File: src/rtl/instr_fetch_unit.sv
// Instruction fetch stage: owns the PC, issues one outstanding req/ack fetch
// at a time, and presents the fetched word with its PC under valid/ready.
// Redirects are honoured in every state; stale in-flight responses are dropped.
module instr_fetch_unit #(
    parameter logic [31:0] RESET_PC  = 32'h0000_0000,
    parameter logic [31:0] NOP_INSTR = 32'h0000_0013
) (
    input  logic        clk,
    input  logic        reset,
    output logic        imem_req,
    output logic [31:0] imem_addr,
    input  logic [31:0] imem_rdata,
    input  logic        imem_ack,
    output logic        instr_valid,
    input  logic        instr_ready,
    output logic [31:0] instr_code,
    output logic [31:0] instr_pc,
    input  logic        redirect,
    input  logic [31:0] redirect_target
);

    localparam logic [1:0] ST_IDLE  = 2'd0;
    localparam logic [1:0] ST_FETCH = 2'd1;
    localparam logic [1:0] ST_HOLD  = 2'd2;
    localparam logic [1:0] ST_DRAIN = 2'd3;

    logic [1:0]  state_q, state_d;
    logic [31:0] pc_q, pc_d;
    logic [31:0] pending_pc_q, pending_pc_d;
    logic [31:0] instr_code_q, instr_code_d;
    logic [31:0] instr_pc_q, instr_pc_d;
    logic [31:0] target_al;

    // Redirect targets are always word aligned.
    assign target_al = redirect_target & 32'hFFFF_FFFC;

    // Outputs decode purely from registered state.
    assign imem_req    = (state_q == ST_FETCH) || (state_q == ST_DRAIN);
    assign imem_addr   = pc_q;
    assign instr_valid = (state_q == ST_HOLD);
    assign instr_code  = instr_code_q;
    assign instr_pc    = instr_pc_q;

    // Next-state and datapath update; redirect outranks ready and ack data.
    always_comb begin
        state_d      = state_q;
        pc_d         = pc_q;
        pending_pc_d = pending_pc_q;
        instr_code_d = instr_code_q;
        instr_pc_d   = instr_pc_q;
        case (state_q)
            ST_IDLE: begin
                state_d = ST_FETCH;
                if (redirect) pc_d = target_al;
            end
            ST_FETCH: begin
                if (imem_ack) begin
                    if (redirect) begin
                        pc_d = target_al;
                    end else begin
                        instr_code_d = imem_rdata;
                        instr_pc_d   = pc_q;
                        pc_d         = pc_q + 32'd4;
                        state_d      = ST_HOLD;
                    end
                end else if (redirect) begin
                    // Request is already out; keep it at the old address
                    // until the memory answers, then jump.
                    pending_pc_d = target_al;
                    state_d      = ST_DRAIN;
                end
            end
            ST_HOLD: begin
                if (redirect) begin
                    pc_d    = target_al;
                    state_d = ST_FETCH;
                end else if (instr_ready) begin
                    state_d = ST_FETCH;
                end
            end
            ST_DRAIN: begin
                if (imem_ack) begin
                    pc_d    = redirect ? target_al : pending_pc_q;
                    state_d = ST_FETCH;
                end else if (redirect) begin
                    pending_pc_d = target_al;
                end
            end
            default: state_d = ST_IDLE;
        endcase
    end

    // State registers with synchronous reset.
    always_ff @(posedge clk) begin
        if (reset) begin
            state_q      <= ST_IDLE;
            pc_q         <= RESET_PC;
            pending_pc_q <= '0;
            instr_code_q <= NOP_INSTR;
            instr_pc_q   <= '0;
        end else begin
            state_q      <= state_d;
            pc_q         <= pc_d;
            pending_pc_q <= pending_pc_d;
            instr_code_q <= instr_code_d;
            instr_pc_q   <= instr_pc_d;
        end
    end

endmodule

File: config.mk
export PLATFORM = sky130hd
export DESIGN_NAME = instr_fetch_unit
export DESIGN_NICKNAME = d
export VERILOG_FILES = /design/src/rtl/instr_fetch_unit.sv
export SDC_FILE = /design/constraint.sdc
export NUM_CORES = 1
export LEC_CHECK = 0
export CORE_ASPECT_RATIO = 1.75
export CORE_MARGIN = 2
export CORE_UTILIZATION = 53
export CTS_BUF_LIST = sky130_fd_sc_hd__clkbuf_8
export CTS_CLUSTER_DIAMETER = 120
export DETAILED_ROUTE_END_ITERATION = 12
export PLACE_DENSITY = 0.87
export SETUP_SLACK_MARGIN = 0.15
export SYNTH_ARGS = -nofsm -noshare
export SYNTH_HDL_FRONTEND = slang
export SYNTH_SLANG_ARGS = --single-unit
File: constraint.sdc
create_clock -name clk -period 4.6 [get_ports clk]
set_input_delay 0.92 -clock clk [delete_from_list [all_inputs] [get_ports clk]]
set_output_delay 0.92 -clock clk [all_outputs]
set_load 0.1 [all_outputs]
Word level (Yosys, flattened, before mapping)
Cells that the tools add are included.
- bits in registers: 130
- output and inout bits: 98
- add/subtract/negate cells: 1
- equality and inequality tests: 9
- muxes and demuxes: 13
- bitwise operators: 2
- reductions and logical operators: 8
- operators by type and width (kind ; number):
    $mux W32 ; 5
    $pmux W32 S3 ; 1
    $add A32 B3 Y32 const B ; 1
    $mux W2 ; 6
    $pmux W2 S4 ; 1
    $ne A3 B3 Y1 const B ; 2
    $reduce_and A3 Y1 ; 2
    $eq A2 B2 Y1 const B ; 2
    $ne A2 B2 Y1 const B ; 2
    $reduce_and A4 Y1 ; 1
    $reduce_or A2 Y1 ; 2
    $ne A3 B1 Y1 const B ; 1
    $eq A2 B1 Y1 const B ; 1
    $logic_not A2 Y1 ; 1
    $ne A2 B1 Y1 const B ; 1
    $not A1 Y1 ; 2
    $reduce_and A2 Y1 ; 1
    $logic_or A1 B1 Y1 ; 1

Logic depth before layout (Yosys ltp)
- word-level depth: 4
- gate-level depth with buffers: 9

Worst setup path before layout
Ideal clock, no wire load.
- kind: flip-flop to output port
- start: register state_q[0]
- end: output instr_valid
- arrival time: 2.073 ns
- required time: 3.680 ns
- path slack: 1.607 ns
- cell stages (with the launch flop): 5
- cell sequence: dfxtp_1 > clkbuf_1 > clkbuf_1 > clkbuf_1 > nor2_1
- word-level cells in the longest chain between the ends: 1
- ends and longest elaborated chain (element ; RTL line ; source):
    from (decl) ; 27 ; logic [1:0] state_q, state_d;
    from (signal assigned) ; 102 ; state_q <= state_d;
    $eq A2 B2 Y1 ; 40 ; assign instr_valid = (state_q == ST_HOLD);
    to (decl) ; 14 ; output logic instr_valid,
Every way passes these cells.

Final worst setup path
- start: register pc_q[18], in the netlist imem_addr[18]
- end: output imem_addr[18]
- RTL lines (element ; RTL line ; source):
    from (decl) ; 28 ; logic [31:0] pc_q, pc_d;
    from (signal assigned) ; 103 ; pc_q <= pc_d;
    to (decl) ; 11 ; output logic [31:0] imem_addr,
No word-level cell between the ends.

==> flow_summary.ini <==
[status]
status = completed

[setup_path]
critPathMaxStageDelay_ps = 1230
path_cells = clkdlybuf4s50_1
r2r_cells = 6
cpLargestDelayFamily = buffers and inverters
r2r_start = state_q[1]
critical_path_required_ps = 3680
reg2reg_slack_ps = 2130
crit_fanout = 9
crit_slowest_cell = clkdlybuf4s50_1
cp-start-kind = flop
worstSetupPathType = flop to output pin
critPathBufInv = 1
worstSetupEndpointType = output pin
timing.rr.end = instr_pc[30]
arrival_ps = 2240

[clock_network]
cts_tree = done
clkTransAtPathRegs_ps = 80
clock_latency_ps = 440
cts_resized = 0
cts_setup_buffers = 0
clock-root-buffer = clkbuf_8
ctsHoldBuffers = 0
cts.sink_count = 130
numCtsBuffers = 17
htree_levels = 4
cts.path.max_buffers = 2

[synth]
synth_area_mm2 = 0.005932
synth-edff-count = 0
async_flop_share_pct = 0
yosysSeqAreaShare_pct = 43.87
syn_avg_cell_area_um2 = 7.434
synth_nets = 868
ys_types = 52
synth-main-ff-cell = dfxtp_1
synthCells = 798
ys_warn_count = 0
synth-seq-cells = 130

[power]
netSwitchingFraction_pct = 34.39
p_leak_nw = 2.784
powerDensity_mw_per_mm2 = 363.1
ir_worst_vdd_mv = 0.2381
p_int_mw = 1.904
switchingPower_uw = 997.9
pwr-share-comb_pct = 22.8
sequentialPowerShare_pct = 42.8
p_clk_share_pct = 34.4
power_mw = 2.902

[hold_path]
holdCritStartpoint = pending_pc_q[6]
holdCritPathClass = flop to flop
holdPathStages = 2
min_to = pending_pc_q[6]

[route]
antenna_left = 0
wl_per_cell_um = 15.77
drtPass1Iterations = 5
wl_um = 16970
drc = 0
drt_iter0_drc = 426
via_count = 6102
viasPerCell = 5.671

[placement]
place_ws_ps = 1078
port_buffers = 164
placedCellCount = 1044
place.detailed.hpwl_um = 11420
place.gp.congestion = 0.8498
placed_area_mm2 = 0.007576

[grt]
overflow = 0
grt_pass1_vias = 5602
grt_max_degree = 81
grt_pass1_wl_um = 27270
antenna_found_initial = 0
track_usage_pct = 27.80

[floorplan]
rows = 51
die_w_um = 83.97
core_mm2 = 0.01104
die-height_um = 144.0
die_area_mm2 = 0.01209
start_util_pct = 53.73
io_pins = 167

[sta]
drv_slew = 0
hold_violations = 0
fin_skew_ps = 9.579
period_minus_slack_ps = 3164
slew-limit-headroom_pct = 31.47
tns_ps = 0
rsz0062_at_grt = no
fmax_mhz = 316.1
setup_ws_ps = 1436
fin_crit_sh_pct = 68.77
tightest_slew_ps = 1025
setup_viol = 0

[cells_and_area]
final_cells = 1076
layout-drive-gt1-share_pct = 6.674
mostFrequentLayoutCell = nand2_1
most-common-layout-cells = 216 x nand2_1, 162 x clkdlybuf4s50_1, 130 x dfxtp_1, 125 x a21oi_1, 64 x nor2_1
nets = 1001
stdcell_area_mm2 = 0.007993
fillers = 888
area_growth_syn_to_layout_pct = 34.74
antenna_cells = 0

[run]
drv_cap = 0
==> power groups by stage <==
stage	clock network (mW)	registers, mW	logic (mW)
floorplan	0	1.52	0.199
global placement	0	1.26	0.652
detailed placement	0	1.27	0.657
CTS	1.01	1.24	0.660
global route	1.07	1.25	0.697
finish	0.998	1.24	0.661
==> logic make-up after synthesis <==
logic type	Yosys count	share of synthesized area, %
muxes	2	0.3375
AOI/OAI and AO/OA	220	21.26
buffers and inverters	72	5.041
and+or+nand+nor	354	26.47
DFF	130	43.87
adders and majority gates	1	0.2109
xor gates and xnor gates	19	2.805
==> synth_stat cells, drive strengths merged, types with 2 or more instances <==
master | count | area, µm²
nand2 | 217 | 814.5
dfxtp | 130 | 2603
a21oi | 125 | 625.6
nor2 | 66 | 250.2
clkbuf | 43 | 162.7
o21ai | 42 | 210.2
buf | 20 | 102.6
nor3 | 14 | 70.07
nand3 | 13 | 75.07
xor2 | 13 | 113.9
o22ai | 12 | 75.07
a211oi | 10 | 80.07
nand4 | 10 | 92.59
inv | 9 | 33.78
a221oi | 8 | 88.83
nor4 | 8 | 86.33
xnor2 | 6 | 52.55
a31oi | 4 | 25.02
nand2b | 4 | 25.02
nand3b | 4 | 30.03
o32ai | 4 | 35.03
and2 | 3 | 18.77
and4 | 3 | 26.28
nor2b | 3 | 18.77
nor3b | 3 | 22.52
o211ai | 3 | 22.52
or3 | 3 | 18.77
a21o | 2 | 15.01
a22oi | 2 | 15.01
mux2i | 2 | 20.02
o21a | 2 | 15.01
or4 | 2 | 15.01
==> cell type report <==
| class | count | area [µm²] | area share, % |
|---|---|---|---|
| Multi-Input combinational cell | 596 | 3040 | 38.04 |
| Sequential cell | 130 | 2603 | 32.56 |
| Timing Repair Buffer | 177 | 1734 | 21.70 |
| Clock buffer | 21 | 289.0 | 3.616 |
| Tap cell | 132 | 165.2 | 2.066 |
| Clock inverter | 11 | 127.6 | 1.597 |
| Inverter | 9 | 33.78 | 0.4227 |
==> per-layer routing <==
layer / GRT usage (%) / routed length [µm]
met3: 5.457 / 1045
met2: 46.91 / 8639
met1: 33.76 / 6740
met4: 13.67 / 542
met5: 0 / 0
==> state kept, by name, indices dropped and copies added (netlist names) <==
register	count
imem_addr	32
instr_code	32
instr_pc	32
pending_pc_q	32
state_q	2
==> worst max path at each step <==
stage             startpoint       endpoint  cells past startpoint
4_1_cts        imem_addr[18]  imem_addr[18]                      1
3_3_place_gp        redirect  imem_addr[10]                      7
2_1_floorplan     state_q[0]    instr_valid                      4
5_1_grt             redirect  imem_addr[10]                      7
6_report       imem_addr[18]  imem_addr[18]                      1
3_5_place_dp        redirect  imem_addr[10]                      7
==> per-stage QoR <==
stage                     hold WS [ps]  util, %
final                            450.6    72.40
after global routing             469.7    72.40
after CTS                        454.6    72.40
after detailed placement         443.7    68.63
after global placement           437.5    68.63
after floorplan                  431.7        -
Power figures use the tool's default switching activity.
